### src/rtl/alu_issue.sv
`default_nettype none
// ============================================================================
// Module   : alu_issue
// Brief    : Decodes MIPS ALU-class instructions into operand/control bundles
//            and buffers them in a 2-entry issue FIFO for the ALU stage.
// Revision : 1.0 - initial release
// ============================================================================
module alu_issue (
    input  logic        i_clk,
    input  logic        i_rst,
    input  logic        i_con_Flush,
    input  logic        i_con_InValid,
    output logic        o_con_InReady,
    input  logic [31:0] i_data_Instr,
    input  logic [31:0] i_data_RsVal,
    input  logic [31:0] i_data_RtVal,
    input  logic [31:0] i_data_Pc,
    output logic        o_con_OutValid,
    input  logic        i_con_OutReady,
    output logic [31:0] o_data_A,
    output logic [31:0] o_data_B,
    output logic [3:0]  o_con_AluCtrl,
    output logic [4:0]  o_data_shamt,
    output logic [4:0]  o_data_WrReg,
    output logic        o_con_RegWrite,
    output logic        o_con_Illegal,
    output logic [15:0] o_data_IssueCnt
);

    localparam logic [5:0] c_OP_RTYPE = 6'h00;
    localparam logic [5:0] c_OP_JAL   = 6'h03;
    localparam logic [5:0] c_OP_BEQ   = 6'h04;
    localparam logic [5:0] c_OP_BNE   = 6'h05;
    localparam logic [5:0] c_OP_ADDI  = 6'h08;
    localparam logic [5:0] c_OP_ADDIU = 6'h09;
    localparam logic [5:0] c_OP_SLTI  = 6'h0A;
    localparam logic [5:0] c_OP_SLTIU = 6'h0B;
    localparam logic [5:0] c_OP_ANDI  = 6'h0C;
    localparam logic [5:0] c_OP_ORI   = 6'h0D;
    localparam logic [5:0] c_OP_XORI  = 6'h0E;
    localparam logic [5:0] c_OP_LUI   = 6'h0F;

    localparam logic [5:0] c_FN_SLL  = 6'h00;
    localparam logic [5:0] c_FN_SRL  = 6'h02;
    localparam logic [5:0] c_FN_JR   = 6'h08;
    localparam logic [5:0] c_FN_ADD  = 6'h20;
    localparam logic [5:0] c_FN_ADDU = 6'h21;
    localparam logic [5:0] c_FN_SUB  = 6'h22;
    localparam logic [5:0] c_FN_SUBU = 6'h23;
    localparam logic [5:0] c_FN_AND  = 6'h24;
    localparam logic [5:0] c_FN_OR   = 6'h25;
    localparam logic [5:0] c_FN_XOR  = 6'h26;
    localparam logic [5:0] c_FN_NOR  = 6'h27;
    localparam logic [5:0] c_FN_SLT  = 6'h2A;
    localparam logic [5:0] c_FN_SLTU = 6'h2B;

    localparam logic [3:0] c_ALU_AND = 4'd0;
    localparam logic [3:0] c_ALU_OR  = 4'd1;
    localparam logic [3:0] c_ALU_ADD = 4'd2;
    localparam logic [3:0] c_ALU_SLL = 4'd3;
    localparam logic [3:0] c_ALU_SRL = 4'd4;
    localparam logic [3:0] c_ALU_BNE = 4'd5;
    localparam logic [3:0] c_ALU_SUB = 4'd6;
    localparam logic [3:0] c_ALU_SLT = 4'd7;
    localparam logic [3:0] c_ALU_LUI = 4'd8;
    localparam logic [3:0] c_ALU_JAL = 4'd9;
    localparam logic [3:0] c_ALU_NOR = 4'd12;
    localparam logic [3:0] c_ALU_XOR = 4'd13;
    localparam logic [3:0] c_ALU_JR  = 4'd14;

    localparam logic [4:0] c_LINK_REG = 5'd31;

    typedef struct packed {
        logic [3:0]  ctrl;
        logic [31:0] a;
        logic [31:0] b;
        logic [4:0]  shamt;
        logic [4:0]  wrreg;
        logic        regwrite;
    } entry_t;

    // ------------------------------------------------------------------
    // Instruction decode
    // ------------------------------------------------------------------
    logic [5:0]  w_op;
    logic [5:0]  w_funct;
    logic [4:0]  w_rt;
    logic [4:0]  w_rd;
    logic [4:0]  w_sa;
    logic [31:0] w_imm_sext;
    logic [31:0] w_imm_zext;
    logic        w_unused_rs;
    logic        w_legal;
    entry_t      w_dec;

    assign w_op        = i_data_Instr[31:26];
    assign w_funct     = i_data_Instr[5:0];
    assign w_rt        = i_data_Instr[20:16];
    assign w_rd        = i_data_Instr[15:11];
    assign w_sa        = i_data_Instr[10:6];
    assign w_imm_sext  = {{16{i_data_Instr[15]}}, i_data_Instr[15:0]};
    assign w_imm_zext  = {16'h0000, i_data_Instr[15:0]};
    // The rs index is resolved upstream; only its value arrives here.
    assign w_unused_rs = ^i_data_Instr[25:21];

    always_comb begin
        w_legal        = 1'b1;
        w_dec          = '0;
        w_dec.a        = i_data_RsVal;
        w_dec.b        = i_data_RtVal;
        w_dec.wrreg    = w_rt;
        w_dec.regwrite = 1'b1;
        case (w_op)
            c_OP_RTYPE: begin
                w_dec.shamt = w_sa;
                w_dec.wrreg = w_rd;
                case (w_funct)
                    c_FN_AND:             w_dec.ctrl = c_ALU_AND;
                    c_FN_OR:              w_dec.ctrl = c_ALU_OR;
                    c_FN_ADD, c_FN_ADDU:  w_dec.ctrl = c_ALU_ADD;
                    c_FN_SLL:             w_dec.ctrl = c_ALU_SLL;
                    c_FN_SRL:             w_dec.ctrl = c_ALU_SRL;
                    c_FN_SUB, c_FN_SUBU:  w_dec.ctrl = c_ALU_SUB;
                    c_FN_SLT, c_FN_SLTU:  w_dec.ctrl = c_ALU_SLT;
                    c_FN_NOR:             w_dec.ctrl = c_ALU_NOR;
                    c_FN_XOR:             w_dec.ctrl = c_ALU_XOR;
                    c_FN_JR: begin
                        w_dec.ctrl     = c_ALU_JR;
                        w_dec.regwrite = 1'b0;
                    end
                    default:              w_legal = 1'b0;
                endcase
            end
            c_OP_ADDI, c_OP_ADDIU: begin
                w_dec.ctrl = c_ALU_ADD;
                w_dec.b    = w_imm_sext;
            end
            c_OP_SLTI, c_OP_SLTIU: begin
                w_dec.ctrl = c_ALU_SLT;
                w_dec.b    = w_imm_sext;
            end
            c_OP_ANDI: begin
                w_dec.ctrl = c_ALU_AND;
                w_dec.b    = w_imm_zext;
            end
            c_OP_ORI: begin
                w_dec.ctrl = c_ALU_OR;
                w_dec.b    = w_imm_zext;
            end
            c_OP_XORI: begin
                w_dec.ctrl = c_ALU_XOR;
                w_dec.b    = w_imm_zext;
            end
            c_OP_LUI: begin
                // The ALU performs the 16-bit shift; the raw immediate is issued.
                w_dec.ctrl = c_ALU_LUI;
                w_dec.b    = w_imm_zext;
            end
            c_OP_BEQ: begin
                w_dec.ctrl     = c_ALU_SUB;
                w_dec.wrreg    = 5'd0;
                w_dec.regwrite = 1'b0;
            end
            c_OP_BNE: begin
                w_dec.ctrl     = c_ALU_BNE;
                w_dec.wrreg    = 5'd0;
                w_dec.regwrite = 1'b0;
            end
            c_OP_JAL: begin
                w_dec.ctrl  = c_ALU_JAL;
                w_dec.a     = i_data_Pc;
                w_dec.b     = 32'h0000_0000;
                w_dec.wrreg = c_LINK_REG;
            end
            default: w_legal = 1'b0;
        endcase
    end

    // ------------------------------------------------------------------
    // Two-entry issue FIFO
    // ------------------------------------------------------------------
    entry_t      r_mem_q [2];
    logic        r_wr_ptr_q;
    logic        r_rd_ptr_q;
    logic [1:0]  r_count_q;
    logic [1:0]  w_count_d;
    logic        r_illegal_q;
    logic [15:0] r_issue_cnt_q;
    logic        w_accept;
    logic        w_enq;
    logic        w_deq;
    entry_t      w_head;

    assign o_con_InReady  = (r_count_q < 2'd2);
    assign o_con_OutValid = (r_count_q != 2'd0);
    assign w_accept       = i_con_InValid & o_con_InReady & ~i_con_Flush;
    assign w_enq          = w_accept & w_legal;
    assign w_deq          = o_con_OutValid & i_con_OutReady;

    always_comb begin
        w_count_d = r_count_q;
        case ({w_enq, w_deq})
            2'b10:   w_count_d = r_count_q + 2'd1;
            2'b01:   w_count_d = r_count_q - 2'd1;
            default: w_count_d = r_count_q;
        endcase
    end

    always_ff @(posedge i_clk) begin
        if (i_rst) begin
            r_mem_q[0]    <= '0;
            r_mem_q[1]    <= '0;
            r_wr_ptr_q    <= 1'b0;
            r_rd_ptr_q    <= 1'b0;
            r_count_q     <= 2'd0;
            r_illegal_q   <= 1'b0;
            r_issue_cnt_q <= 16'h0000;
        end else begin
            r_illegal_q <= w_accept & ~w_legal;
            if (w_enq) begin
                r_issue_cnt_q <= r_issue_cnt_q + 16'd1;
            end
            if (i_con_Flush) begin
                r_wr_ptr_q <= 1'b0;
                r_rd_ptr_q <= 1'b0;
                r_count_q  <= 2'd0;
            end else begin
                if (w_enq) begin
                    r_mem_q[r_wr_ptr_q] <= w_dec;
                    r_wr_ptr_q          <= ~r_wr_ptr_q;
                end
                if (w_deq) begin
                    r_rd_ptr_q <= ~r_rd_ptr_q;
                end
                r_count_q <= w_count_d;
            end
        end
    end

    assign w_head          = r_mem_q[r_rd_ptr_q];
    assign o_data_A        = w_head.a;
    assign o_data_B        = w_head.b;
    assign o_con_AluCtrl   = w_head.ctrl;
    assign o_data_shamt    = w_head.shamt;
    assign o_data_WrReg    = w_head.wrreg;
    assign o_con_RegWrite  = w_head.regwrite;
    assign o_con_Illegal   = r_illegal_q;
    assign o_data_IssueCnt = r_issue_cnt_q;

endmodule
`default_nettype wire

### config.mk
export PLATFORM = sky130hd
export DESIGN_NAME = alu_issue
export DESIGN_NICKNAME = d
export VERILOG_FILES = /design/src/rtl/alu_issue.sv
export SDC_FILE = /design/constraint.sdc
export NUM_CORES = 1
export LEC_CHECK = 0
export ABC_AREA = 1
export CAP_MARGIN = 5
export CORE_ASPECT_RATIO = 1.4
export CORE_UTILIZATION = 35
export DETAILED_ROUTE_END_ITERATION = 12
export GPL_ROUTABILITY_DRIVEN = 0
export MAX_ROUTING_LAYER = met4
export SLEW_MARGIN = 20
export SYNTH_ARGS = -nofsm -noshare
export SYNTH_HDL_FRONTEND = slang
export SYNTH_SLANG_ARGS = --single-unit
### constraint.sdc
create_clock -name i_clk -period 5.44 [get_ports i_clk]
set_clock_uncertainty 0.2 [all_clocks]
set_input_delay 1.088 -clock i_clk [delete_from_list [all_inputs] [get_ports i_clk]]
set_output_delay 1.088 -clock i_clk [all_outputs]
set_load 0.01 [all_outputs]
==> results.ini <==
[outcome]
outcome=finished, final reports clean

[synth]
ys_types=35
synth_fa_ha_area_share_pct=0.2830
synth_top_family_by_area=simple AND/OR/NAND/NOR gates
avgSynthCellArea_sq_um=10.56
ys_seq_area_share_pct=58.64
synth-simple-area-share_pct=17.74
synth_compound_area_share_pct=3.141
synth_async_sr_flop_share_pct=0
synthXorXnorAreaFrac_pct=1.486
synthMuxAreaShare_pct=13.68
syn_area_sq_um=8842
ys_seq_elements=180
synthCells=837
synth_edf_count=158
ys.flop_type=edfxtp_1
synth_nets=972
synth_warnings=0

[global_routing]
antenna_found_initial=3
grt_first_pass_wirelength_um=34670
grt-ovfl-total=0
grt_pass1_vias=6594
grt_max_degree=80
grtUsageTotal_pct=18.48

[run]
drv_cap=0

[floorplan]
fp.dieArea_sq_um=25910
core_sq_um=24760
rows=68
die_w_um=136.3
io-pin-count=231
start_util_pct=35.71
die_h_um=190.1

[worst_setup_path]
worstRegToRegCells=5
crit_type=primary input to flop
cp.required_ps=5350
cp-end-kind=flop
path_cells=clkdlybuf4s50_1 -> nor2_1 -> nand3_4 -> inv_2 -> nand2_1 -> nand2_4 -> nand3_1 -> nand2_4 -> buf_4
cpPeakStageDelay_ps=660
cp_common_cell=nand2_4
critical_path_arrival_ps=4110
cpMaxStageDelayCell=nor2_1
startpoint_type=primary input
cp_max_fo=42

[power_and_ir_drop]
powerDensity_nw_per_um2=247.8
ir_drop_v=0.0002116
leakage_nw=4.857

[routing]
first_pass_iters=4
vias_per_cell=4.882
drt_wl_total_um=22930
wl_per_cell_um=16.65
drc=0
drt_iter0_markers=321
ant_nets=0
vias=6722

[cts]
htreeDepth=4
cts.sinks=180
clk_latency_ps=440
clock-root-buffer=clkbuf_16
postCtsHoldBufs=0
tritoncts=done
cts_made_buffers=17
post_cts_buffers=0
clk_path_buf_depth=2
clk_pin_slew_ps=70
cts.repair.resized=0

[layout]
layout.nets=1182
multiInputGateArea_sq_um=3249
regArea_sq_um=5189
drive_gt1_share_pct=13.31
syn_to_final_growth_pct=35.16
fill_cells=2300

[min_path]
min_path_cells=2
worstHoldPathType=flop to flop

[timing]
worst_slew_pin_slew_ps=1007
min_period_ps=4195
finalSetupViolations=0
rsz0062_at_grt=false
drv_slew=0
slew_headroom_pct=32.83
report.final.hold_viol_count=0
fin_ws_ps=1245
period_share_pct=77.12
setup_tns_ps=0
fmax_mhz=238.4

[place]
post-place-ws_ps=760.4
hpwlAfterDp_um=15100
port_buffers=225

logic make-up after synthesis:
group	after synthesis
fa+ha+maj	2
compound gates	53
mux	111
xor+xnor	15
buf+inv	110
flops	180
simple gates	366
state kept, by name (all words and copies together), names as in the netlist, named ones only:
name / cells
o_data_IssueCnt: 16
o_con_Illegal: 1
r_wr_ptr_q: 1
r_mem_q: 158
r_rd_ptr_q: 1
r_count_q: 2
synthesized netlist by cell type (2+ instances only):
cell type / n / area (sq um)
a21oi_1: 30 / 150.1
a31oi_1: 2 / 12.51
buf_2: 7 / 35.03
buf_4: 4 / 30.03
clkbuf_1: 34 / 127.6
dfxtp_1: 22 / 440.4
edfxtp_1: 158 / 4745
ha_1: 2 / 25.02
inv_1: 62 / 232.7
mux2_2: 79 / 889.6
mux2i_1: 32 / 320.3
nand2_1: 87 / 326.6
nand3_1: 70 / 350.3
nand4_1: 4 / 25.02
nor2_1: 185 / 694.4
nor2_2: 10 / 62.56
o21ai_0: 18 / 90.09
xnor2_1: 10 / 87.58
xor2_1: 5 / 43.79
cell usage in the layout (no fill, tap or decap), types with 5 or more instances in the layout:
| cell type | count |
|---|---|
| o21ai_0 | 18 |
| buf_4 | 12 |
| dfxtp_1 | 21 |
| xor2_1 | 5 |
| mux2i_1 | 32 |
| clkbuf_16 | 17 |
| a21oi_1 | 30 |
| xnor2_1 | 10 |
| edfxtp_1 | 158 |
| nor2_1 | 185 |
| clkdlybuf4s50_1 | 225 |
| nand3_1 | 69 |
| nor2_2 | 10 |
| mux2_2 | 79 |
| nand2_1 | 85 |
| inv_1 | 62 |
power breakdown:
| part | switching, mW | internal, mW |
|---|---|---|
| Combinational | 0.147 | 0.163 |
| Sequential | 0.0103 | 1.54 |
| Clock | 0.520 | 0.581 |
per-stage QoR:
stage / utilization, % / instances / hold slack [ps] / area (sq um) / power (mW)
after floorplan: - / 837 / 260.6 / 8842 / 1.712
after global placement: 46.17 / 1343 / 264.0 / 11430 / 1.889
after detailed placement: 46.17 / 1343 / 265.2 / 11430 / 1.893
after CTS: 48.24 / 1374 / 279.6 / 11940 / 2.989
after global routing: 48.27 / 1377 / 318.3 / 11950 / 3.060
final: 48.27 / 1377 / 280.5 / 11950 / 2.961
area by class of cell:
| type | count | area share (%) |
|---|---|---|
| diodes | 3 | 0.06281 |
| clock buffers | 19 | 3.622 |
| clock inverters | 12 | 0.6700 |
| inverters | 63 | 1.979 |
| multi-input cells | 547 | 27.19 |
| flip-flops and latches | 180 | 43.41 |
| well taps | 315 | 3.298 |
| repair buffers | 238 | 19.77 |
worst max-delay path: cells and delay by family:
kind                   cells  cell delay, ps
buffers and inverters      3            1000
AND/OR/NAND/NOR            6            1990
metal layers:
layer	share of wire, %	global-route usage (%)	vias to the layer above
met5	0	-	-
met4	1.7	6.709	0
met3	6.6	4.823	32
met2	52	31.61	194
met1	40	20.45	3220
li1	-	-	3276
worst paths after layout:
path                    start              to  slack [ps]
max          i_data_Instr[31]  r_mem_q[0][73]        1240
min                r_rd_ptr_q            flop         280
max reg2reg      r_count_q[1]  r_mem_q[0][73]        3060
min reg2reg        r_rd_ptr_q            flop         280
Note: power is estimated with default switching activity, not from simulation.
